$ cat src/rtl/multicycle_control_if.sv
// Controller <-> datapath bundle for the multi-cycle MIPS core.
// master = control FSM, slave = datapath/memory side.
interface multicycle_control_if #(
    parameter int COUNT_W = 16
);
    logic [5:0]         opcode;
    logic               mem_ready;
    logic               pc_write;
    logic               pc_write_cond;
    logic               iord;
    logic               mem_read;
    logic               mem_write;
    logic               ir_write;
    logic               mem_to_reg;
    logic               reg_dst;
    logic               reg_write;
    logic               alu_src_a;
    logic [1:0]         alu_src_b;
    logic [1:0]         aluOP;
    logic [1:0]         pc_source;
    logic [3:0]         state;
    logic               retire;
    logic               illegal_op;
    logic [COUNT_W-1:0] instr_count;

    modport master (
        input  opcode, mem_ready,
        output pc_write, pc_write_cond, iord, mem_read, mem_write,
        output ir_write, mem_to_reg, reg_dst, reg_write, alu_src_a,
        output alu_src_b, aluOP, pc_source, state, retire,
        output illegal_op, instr_count
    );

    modport slave (
        output opcode, mem_ready,
        input  pc_write, pc_write_cond, iord, mem_read, mem_write,
        input  ir_write, mem_to_reg, reg_dst, reg_write, alu_src_a,
        input  alu_src_b, aluOP, pc_source, state, retire,
        input  illegal_op, instr_count
    );
endinterface

$ cat src/rtl/multicycle_control.sv
// Main control FSM of the multi-cycle MIPS datapath, with retire counter.
// Define MCC_ILLEGAL_TRAP_EN to park the core on an unsupported opcode.
module multicycle_control #(
    parameter int COUNT_W = 16
) (
    input logic                 clk,
    input logic                 reset,
    multicycle_control_if.master bus
);
    typedef enum logic [3:0] {
        FETCH    = 4'd0,
        DECODE   = 4'd1,
        MEM_ADDR = 4'd2,
        MEM_RD   = 4'd3,
        MEM_WB   = 4'd4,
        MEM_WR   = 4'd5,
        EXEC     = 4'd6,
        R_WB     = 4'd7,
        BRANCH   = 4'd8,
        JUMP     = 4'd9,
        ADDI_EX  = 4'd10,
        ADDI_WB  = 4'd11
    } state_t;

    localparam logic [5:0] OP_R    = 6'b000000;
    localparam logic [5:0] OP_LW   = 6'b100011;
    localparam logic [5:0] OP_SW   = 6'b101011;
    localparam logic [5:0] OP_BEQ  = 6'b000100;
    localparam logic [5:0] OP_J    = 6'b000010;
    localparam logic [5:0] OP_ADDI = 6'b001000;

    state_t             state, next_state;
    logic [COUNT_W-1:0] count;
    logic               retire_c;
    logic               illegal_c;
    logic               park;
    logic               is_r, is_lw, is_ls, is_beq, is_j, is_addi;

    assign is_r    = (bus.opcode == OP_R);
    assign is_lw   = (bus.opcode == OP_LW);
    assign is_ls   = is_lw || (bus.opcode == OP_SW);
    assign is_beq  = (bus.opcode == OP_BEQ);
    assign is_j    = (bus.opcode == OP_J);
    assign is_addi = (bus.opcode == OP_ADDI);

`ifdef MCC_ILLEGAL_TRAP_EN
    logic trapped;

    always_ff @(posedge clk or posedge reset) begin
        if (reset)
            trapped <= 1'b0;
        else if (illegal_c)
            trapped <= 1'b1;
    end

    assign park = trapped;
`else
    assign park = 1'b0;
`endif

    always_ff @(posedge clk or posedge reset) begin
        if (reset)
            state <= FETCH;
        else
            state <= next_state;
    end

    always_ff @(posedge clk or posedge reset) begin
        if (reset)
            count <= '0;
        else if (retire_c)
            count <= count + 1'b1;
    end

    always_comb begin
        next_state        = state;
        bus.pc_write      = 1'b0;
        bus.pc_write_cond = 1'b0;
        bus.iord          = 1'b0;
        bus.mem_read      = 1'b0;
        bus.mem_write     = 1'b0;
        bus.ir_write      = 1'b0;
        bus.mem_to_reg    = 1'b0;
        bus.reg_dst       = 1'b0;
        bus.reg_write     = 1'b0;
        bus.alu_src_a     = 1'b0;
        bus.alu_src_b     = 2'b00;
        bus.aluOP         = 2'b00;
        bus.pc_source     = 2'b00;
        retire_c          = 1'b0;
        illegal_c         = 1'b0;
        unique case (state)
            FETCH: begin
                bus.alu_src_b = 2'b01;
                // A trapped core stops issuing fetches until reset.
                if (!park) begin
                    bus.mem_read = 1'b1;
                    bus.ir_write = bus.mem_ready;
                    bus.pc_write = bus.mem_ready;
                    if (bus.mem_ready)
                        next_state = DECODE;
                end
            end
            DECODE: begin
                bus.alu_src_b = 2'b11;
                unique case (1'b1)
                    is_r:    next_state = EXEC;
                    is_ls:   next_state = MEM_ADDR;
                    is_beq:  next_state = BRANCH;
                    is_j:    next_state = JUMP;
                    is_addi: next_state = ADDI_EX;
                    default: begin
                        illegal_c  = 1'b1;
                        next_state = FETCH;
                    end
                endcase
            end
            MEM_ADDR: begin
                bus.alu_src_a = 1'b1;
                bus.alu_src_b = 2'b10;
                next_state    = is_lw ? MEM_RD : MEM_WR;
            end
            MEM_RD: begin
                bus.mem_read = 1'b1;
                bus.iord     = 1'b1;
                if (bus.mem_ready)
                    next_state = MEM_WB;
            end
            MEM_WB: begin
                bus.reg_write  = 1'b1;
                bus.mem_to_reg = 1'b1;
                retire_c       = 1'b1;
                next_state     = FETCH;
            end
            MEM_WR: begin
                bus.mem_write = 1'b1;
                bus.iord      = 1'b1;
                retire_c      = bus.mem_ready;
                if (bus.mem_ready)
                    next_state = FETCH;
            end
            EXEC: begin
                bus.alu_src_a = 1'b1;
                bus.aluOP     = 2'b10;
                next_state    = R_WB;
            end
            R_WB: begin
                bus.reg_write = 1'b1;
                bus.reg_dst   = 1'b1;
                retire_c      = 1'b1;
                next_state    = FETCH;
            end
            BRANCH: begin
                bus.alu_src_a     = 1'b1;
                bus.aluOP         = 2'b01;
                bus.pc_write_cond = 1'b1;
                bus.pc_source     = 2'b01;
                retire_c          = 1'b1;
                next_state        = FETCH;
            end
            JUMP: begin
                bus.pc_write  = 1'b1;
                bus.pc_source = 2'b10;
                retire_c      = 1'b1;
                next_state    = FETCH;
            end
            ADDI_EX: begin
                bus.alu_src_a = 1'b1;
                bus.alu_src_b = 2'b10;
                next_state    = ADDI_WB;
            end
            ADDI_WB: begin
                bus.reg_write = 1'b1;
                retire_c      = 1'b1;
                next_state    = FETCH;
            end
            default: next_state = FETCH;
        endcase
    end

    assign bus.state       = state;
    assign bus.retire      = retire_c;
    assign bus.illegal_op  = illegal_c | park;
    assign bus.instr_count = count;
endmodule

$ cat src/flat_wrapper.sv
// flat-port wrapper written by rule: the top's interface ports become plain ports
module multicycle_control_flat 
#(
    parameter int COUNT_W = 16
)
  (clk, reset, bus_opcode, bus_mem_ready, bus_pc_write, bus_pc_write_cond, bus_iord, bus_mem_read, bus_mem_write, bus_ir_write, bus_mem_to_reg, bus_reg_dst, bus_reg_write, bus_alu_src_a, bus_alu_src_b, bus_aluOP, bus_pc_source, bus_state, bus_retire, bus_illegal_op, bus_instr_count);
  multicycle_control_if #(.COUNT_W(COUNT_W)) bus_i ();
  input logic clk;
  input logic reset;
  input wire logic [$bits(bus_i.opcode)-1:0] bus_opcode;
  input wire logic [$bits(bus_i.mem_ready)-1:0] bus_mem_ready;
  output wire logic [$bits(bus_i.pc_write)-1:0] bus_pc_write;
  output wire logic [$bits(bus_i.pc_write_cond)-1:0] bus_pc_write_cond;
  output wire logic [$bits(bus_i.iord)-1:0] bus_iord;
  output wire logic [$bits(bus_i.mem_read)-1:0] bus_mem_read;
  output wire logic [$bits(bus_i.mem_write)-1:0] bus_mem_write;
  output wire logic [$bits(bus_i.ir_write)-1:0] bus_ir_write;
  output wire logic [$bits(bus_i.mem_to_reg)-1:0] bus_mem_to_reg;
  output wire logic [$bits(bus_i.reg_dst)-1:0] bus_reg_dst;
  output wire logic [$bits(bus_i.reg_write)-1:0] bus_reg_write;
  output wire logic [$bits(bus_i.alu_src_a)-1:0] bus_alu_src_a;
  output wire logic [$bits(bus_i.alu_src_b)-1:0] bus_alu_src_b;
  output wire logic [$bits(bus_i.aluOP)-1:0] bus_aluOP;
  output wire logic [$bits(bus_i.pc_source)-1:0] bus_pc_source;
  output wire logic [$bits(bus_i.state)-1:0] bus_state;
  output wire logic [$bits(bus_i.retire)-1:0] bus_retire;
  output wire logic [$bits(bus_i.illegal_op)-1:0] bus_illegal_op;
  output wire logic [$bits(bus_i.instr_count)-1:0] bus_instr_count;
  assign bus_i.opcode = bus_opcode;
  assign bus_i.mem_ready = bus_mem_ready;
  assign bus_pc_write = bus_i.pc_write;
  assign bus_pc_write_cond = bus_i.pc_write_cond;
  assign bus_iord = bus_i.iord;
  assign bus_mem_read = bus_i.mem_read;
  assign bus_mem_write = bus_i.mem_write;
  assign bus_ir_write = bus_i.ir_write;
  assign bus_mem_to_reg = bus_i.mem_to_reg;
  assign bus_reg_dst = bus_i.reg_dst;
  assign bus_reg_write = bus_i.reg_write;
  assign bus_alu_src_a = bus_i.alu_src_a;
  assign bus_alu_src_b = bus_i.alu_src_b;
  assign bus_aluOP = bus_i.aluOP;
  assign bus_pc_source = bus_i.pc_source;
  assign bus_state = bus_i.state;
  assign bus_retire = bus_i.retire;
  assign bus_illegal_op = bus_i.illegal_op;
  assign bus_instr_count = bus_i.instr_count;
  multicycle_control #(.COUNT_W(COUNT_W)) u_core (.clk(clk), .reset(reset), .bus(bus_i));
endmodule
$ cat config.mk
export PLATFORM = sky130hd
export DESIGN_NAME = multicycle_control_flat
export DESIGN_NICKNAME = d
export VERILOG_FILES = /design/src/rtl/multicycle_control_if.sv /design/src/rtl/multicycle_control.sv /design/src/flat_wrapper.sv
export SDC_FILE = /design/constraint.sdc
export NUM_CORES = 1
export LEC_CHECK = 0
export CAP_MARGIN = 20
export CELL_PAD_IN_SITES_DETAIL_PLACEMENT = 1
export CELL_PAD_IN_SITES_GLOBAL_PLACEMENT = 2
export CORE_MARGIN = 1.5
export CORE_UTILIZATION = 28
export DETAILED_ROUTE_END_ITERATION = 16
export HOLD_SLACK_MARGIN = 0.12
export PLACE_DENSITY = 0.84
export RECOVER_POWER = 100
export SYNTH_ARGS = -nofsm -noshare
export SYNTH_HDL_FRONTEND = slang
export SYNTH_SLANG_ARGS = --single-unit
$ cat constraint.sdc
create_clock -name clk -period 4.9 [get_ports clk]
set_clock_uncertainty 0.2 [all_clocks]
set_input_delay 1.225 -clock clk [delete_from_list [all_inputs] [get_ports clk]]
set_output_delay 1.225 -clock clk [all_outputs]
set_load 0.05 [all_outputs]
==> flow_summary_export.csv <==
group,metric,value,unit
timing,clock.fmax,218,MHz
detailed_routing,drtIter0Drc,31,
logic_synthesis,synth_cell_type_count,45,
cells_and_area,fillers,561,
cells_and_area,multiInputGateArea,768,µm²
timing,slew_viol_final,0,
global_routing,grt_start_max_net_pins,24,
min_path,min_path_cells,1,
logic_synthesis,yosysWarnings,0,
detailed_routing,route.detailed.drc,0,
logic_synthesis,synth-seq-cells,20,
logic_synthesis,synthArstFlopShare,1.00,
job,drv_cap,0,
floorplan,rows,25,
global_routing,use_met3,0.0262,
timing,hold_viol,0,
cells_and_area,layout-drive-gt1-share,0.0615,
detailed_routing,drt_pass1_iterations,4,
floorplan,start_util,0.292,
power_and_ir_drop,p_sw_frac,0.560,
min_path,worstHoldEndpoint,"u_core.bus.instr_count[15]",
worst_setup_path,critPathMaxFanout,7,
cts,cts_made_buffers,3,
power_and_ir_drop,pwr-share-comb,0.627,
global_routing,antenna_found_initial,0,
cells_and_area,final_area,1870,µm²
worst_setup_path,cp-end-kind,"output port",
worst_setup_path,worstPathArrival,3.16,ns
floorplan,die_area,5360,µm²
global_routing,grt_pass1_wl,6.56,mm
timing,grt_setup_unrepaired,"no",
power_and_ir_drop,cellInternalPower,0.000463,W
min_path,hp-start,"u_core.bus.instr_count[15]",
worst_setup_path,reg2reg_to,"u_core.bus.instr_count[13]",
detailed_routing,via_count,1299,
worst_setup_path,reg2regPathDepth,5,
timing,setup_violations,0,
placement,place_area,1880,µm²
cts,cts_resized,0,
worst_setup_path,worstReg2RegStart,"u_core.bus.state[2]",
cells_and_area,post-route-util,0.395,
cts,hold_buffers,0,
floorplan,die_h,73.2,µm
logic_synthesis,ys_seq_area_frac,0.362,
cts,clk_latency,0.25,ns
worst_setup_path,crit_path_start_kind,"input port",
cts,cts_sinks,20,
logic_synthesis,synth.area.top_cells,"dfrtp_1, xor2_1, nor3_1",
cells_and_area,syn_to_final_growth,35.2,%
timing,tightest_slew,0.752,ns
global_routing,grt_pass1_vias,1348,
detailed_routing,postRouteAntennaNets,0,
min_path,min_path_type,"flop to flop",
logic_synthesis,synth_top_area_share,0.362,
timing,timing.final.crit_period,4.58,ns
logic_synthesis,synth_cells,155,
timing,whs,0.263,ns
worst_setup_path,path_class,"input port to output port",
global_routing,use_met2,0.254,
power_and_ir_drop,power_density,564,nW/µm²
worst_setup_path,cp.required,3.47,ns
cells_and_area,fin_nets,207,
global_routing,grt.busiest_layer,"met2",
status,run_status,"finished, final reports clean",
cts,postCtsSetupRepairBufs,0,
power_and_ir_drop,p_switching,0.000590,W
global_routing,grt.met1_usage,0.213,
logic_synthesis,synth.net_count,165,
timing,period_share,0.935,
detailed_routing,wl,3.79,mm
detailed_routing,post_drt_via_cell_ratio,4.96,
power_and_ir_drop,power_frac_seq,0.273,
cells_and_area,diodes,0,
timing,fin_tns_setup,0,ns
logic_synthesis,synth_edf_count,0,
power_and_ir_drop,pwr-share-clk,0.100,
logic_synthesis,yosys.area.top_type,"dfrtp_1",
cts,clockBufferDepth,2,
floorplan,core-area,4720,µm²
logic_synthesis,synth_area_per_cell,8.91,µm²
global_routing,grt_overflow_total,0,
logic_synthesis,syn-cell-area,1380,µm²
placement,port-buffer-count,46,
logic_synthesis,ys.flop_type,"dfrtp_1",
placement,place.gp.congestion,0.810,
power_and_ir_drop,p_leak,0.851,nW
floorplan,die_x,73.2,µm
global_routing,globalRouteTotalUtil,0.155,
worst_setup_path,reg2reg_slack,2.68,ns
cts,htree_levels,1,
cells_and_area,layout_common_cells,"dlygate4sd3_1, dfrtp_1, nand2_1",
cells_and_area,layout_commonest_cell,"dlygate4sd3_1",
power_and_ir_drop,ir_drop,0.331,mV
cts,clk_pin_slew,0.08,ns
cts,cts_tree,"yes",
timing,relSlewSlack,0.498,
placement,dpl.hpwl,2.82,mm
floorplan,num_io_pins,47,
detailed_routing,post_drt_wl_per_cell,14.5,µm
cells_and_area,seq_area,500,µm²
cts,cts_root_buf,"clkbuf_8",
-- through the flow --
step                      std cells  setup slack [ns]  power, W
final                           262             0.318   0.00105
after global routing            262             0.167   0.00113
after CTS                       262             0.435   0.00112
after detailed placement        259             0.451   0.00101
after global placement          259             0.451   0.00100
after floorplan                 155             0.691  0.000784
-- layer usage --
metal  part of all wire  wire length, µm
met2               0.47             1790
met3              0.042              159
met5                  0                0
met4             0.0066               25
met1               0.48             1820
-- critical path, stage by stage --
cell	delay [ns]
dlygate4sd3_1	0.65
nand2_1	0.07
nor3_1	0.19
or2_2	0.15
dlygate4sd3_1	0.86
-- Yosys cell counts, drive strengths merged, types with 2 or more instances --
library cell / count
inv: 4
or2b: 2
o21ai: 5
nor2: 11
nand2: 14
a21oi: 4
xor2: 11
clkbuf: 2
and4: 2
nand2b: 7
xnor2: 6
or2: 4
nand3: 10
nand4: 2
dfrtp: 20
nor3b: 2
nor4: 9
or3: 2
o31ai: 2
nor3: 11
buf: 8
a21boi: 2
-- power by group through the flow --
| stage | Combinational, W | Clock (W) | Sequential, W |
|---|---|---|---|
| final | 0.000661 | 0.000105 | 0.000287 |
| after global placement | 0.000713 | 0 | 0.000291 |
| after CTS | 0.000722 | 0.000109 | 0.000290 |
| after floorplan | 0.000430 | 0 | 0.000355 |
| after global routing | 0.000708 | 0.000117 | 0.000303 |
| after detailed placement | 0.000719 | 0 | 0.000294 |
-- state kept, by name, indices dropped and copies added (netlist names) --
name and flops:
u_core.bus.state 4, u_core.bus.instr_count 16
-- worst max path at each step --
stage / startpoint / endpoint / slack [ns] / cells past startpoint
global route: bus_mem_ready / bus_pc_write / 0.17 / 5
CTS: bus_mem_ready / bus_pc_write / 0.43 / 5
detailed placement: bus_mem_ready / bus_pc_write / 0.45 / 5
finish: bus_mem_ready / bus_pc_write / 0.32 / 5
global placement: bus_mem_ready / bus_pc_write / 0.45 / 5
floorplan: bus_mem_ready / bus_pc_write / 0.69 / 3
-- cell families (layout without fill, tap and decap cells) --
kind of cell             count (synthesis)  in the layout  share of synthesized area
AO/OA/AOI/OAI                           20             20                      0.103
XOR/XNOR                                17             17                      0.108
adder cells (fa/ha/maj)                  2              2                     0.0163
buffers and inverters                   14             54                     0.0580
flip-flops                              20             20                      0.362
multiplexers                             1              1                    0.00815
AND/OR/NAND/NOR                         81             81                      0.344
-- final cells by class --
| type | instances | area share |
|---|---|---|
| Timing Repair Buffer | 47 | 0.246 |
| Clock buffer | 3 | 0.0221 |
| Tap cell | 67 | 0.0449 |
| Multi-Input combinational cell | 121 | 0.411 |
| Sequential cell | 20 | 0.268 |
| Inverter | 4 | 0.00804 |
(Power assumes the default switching activity.)
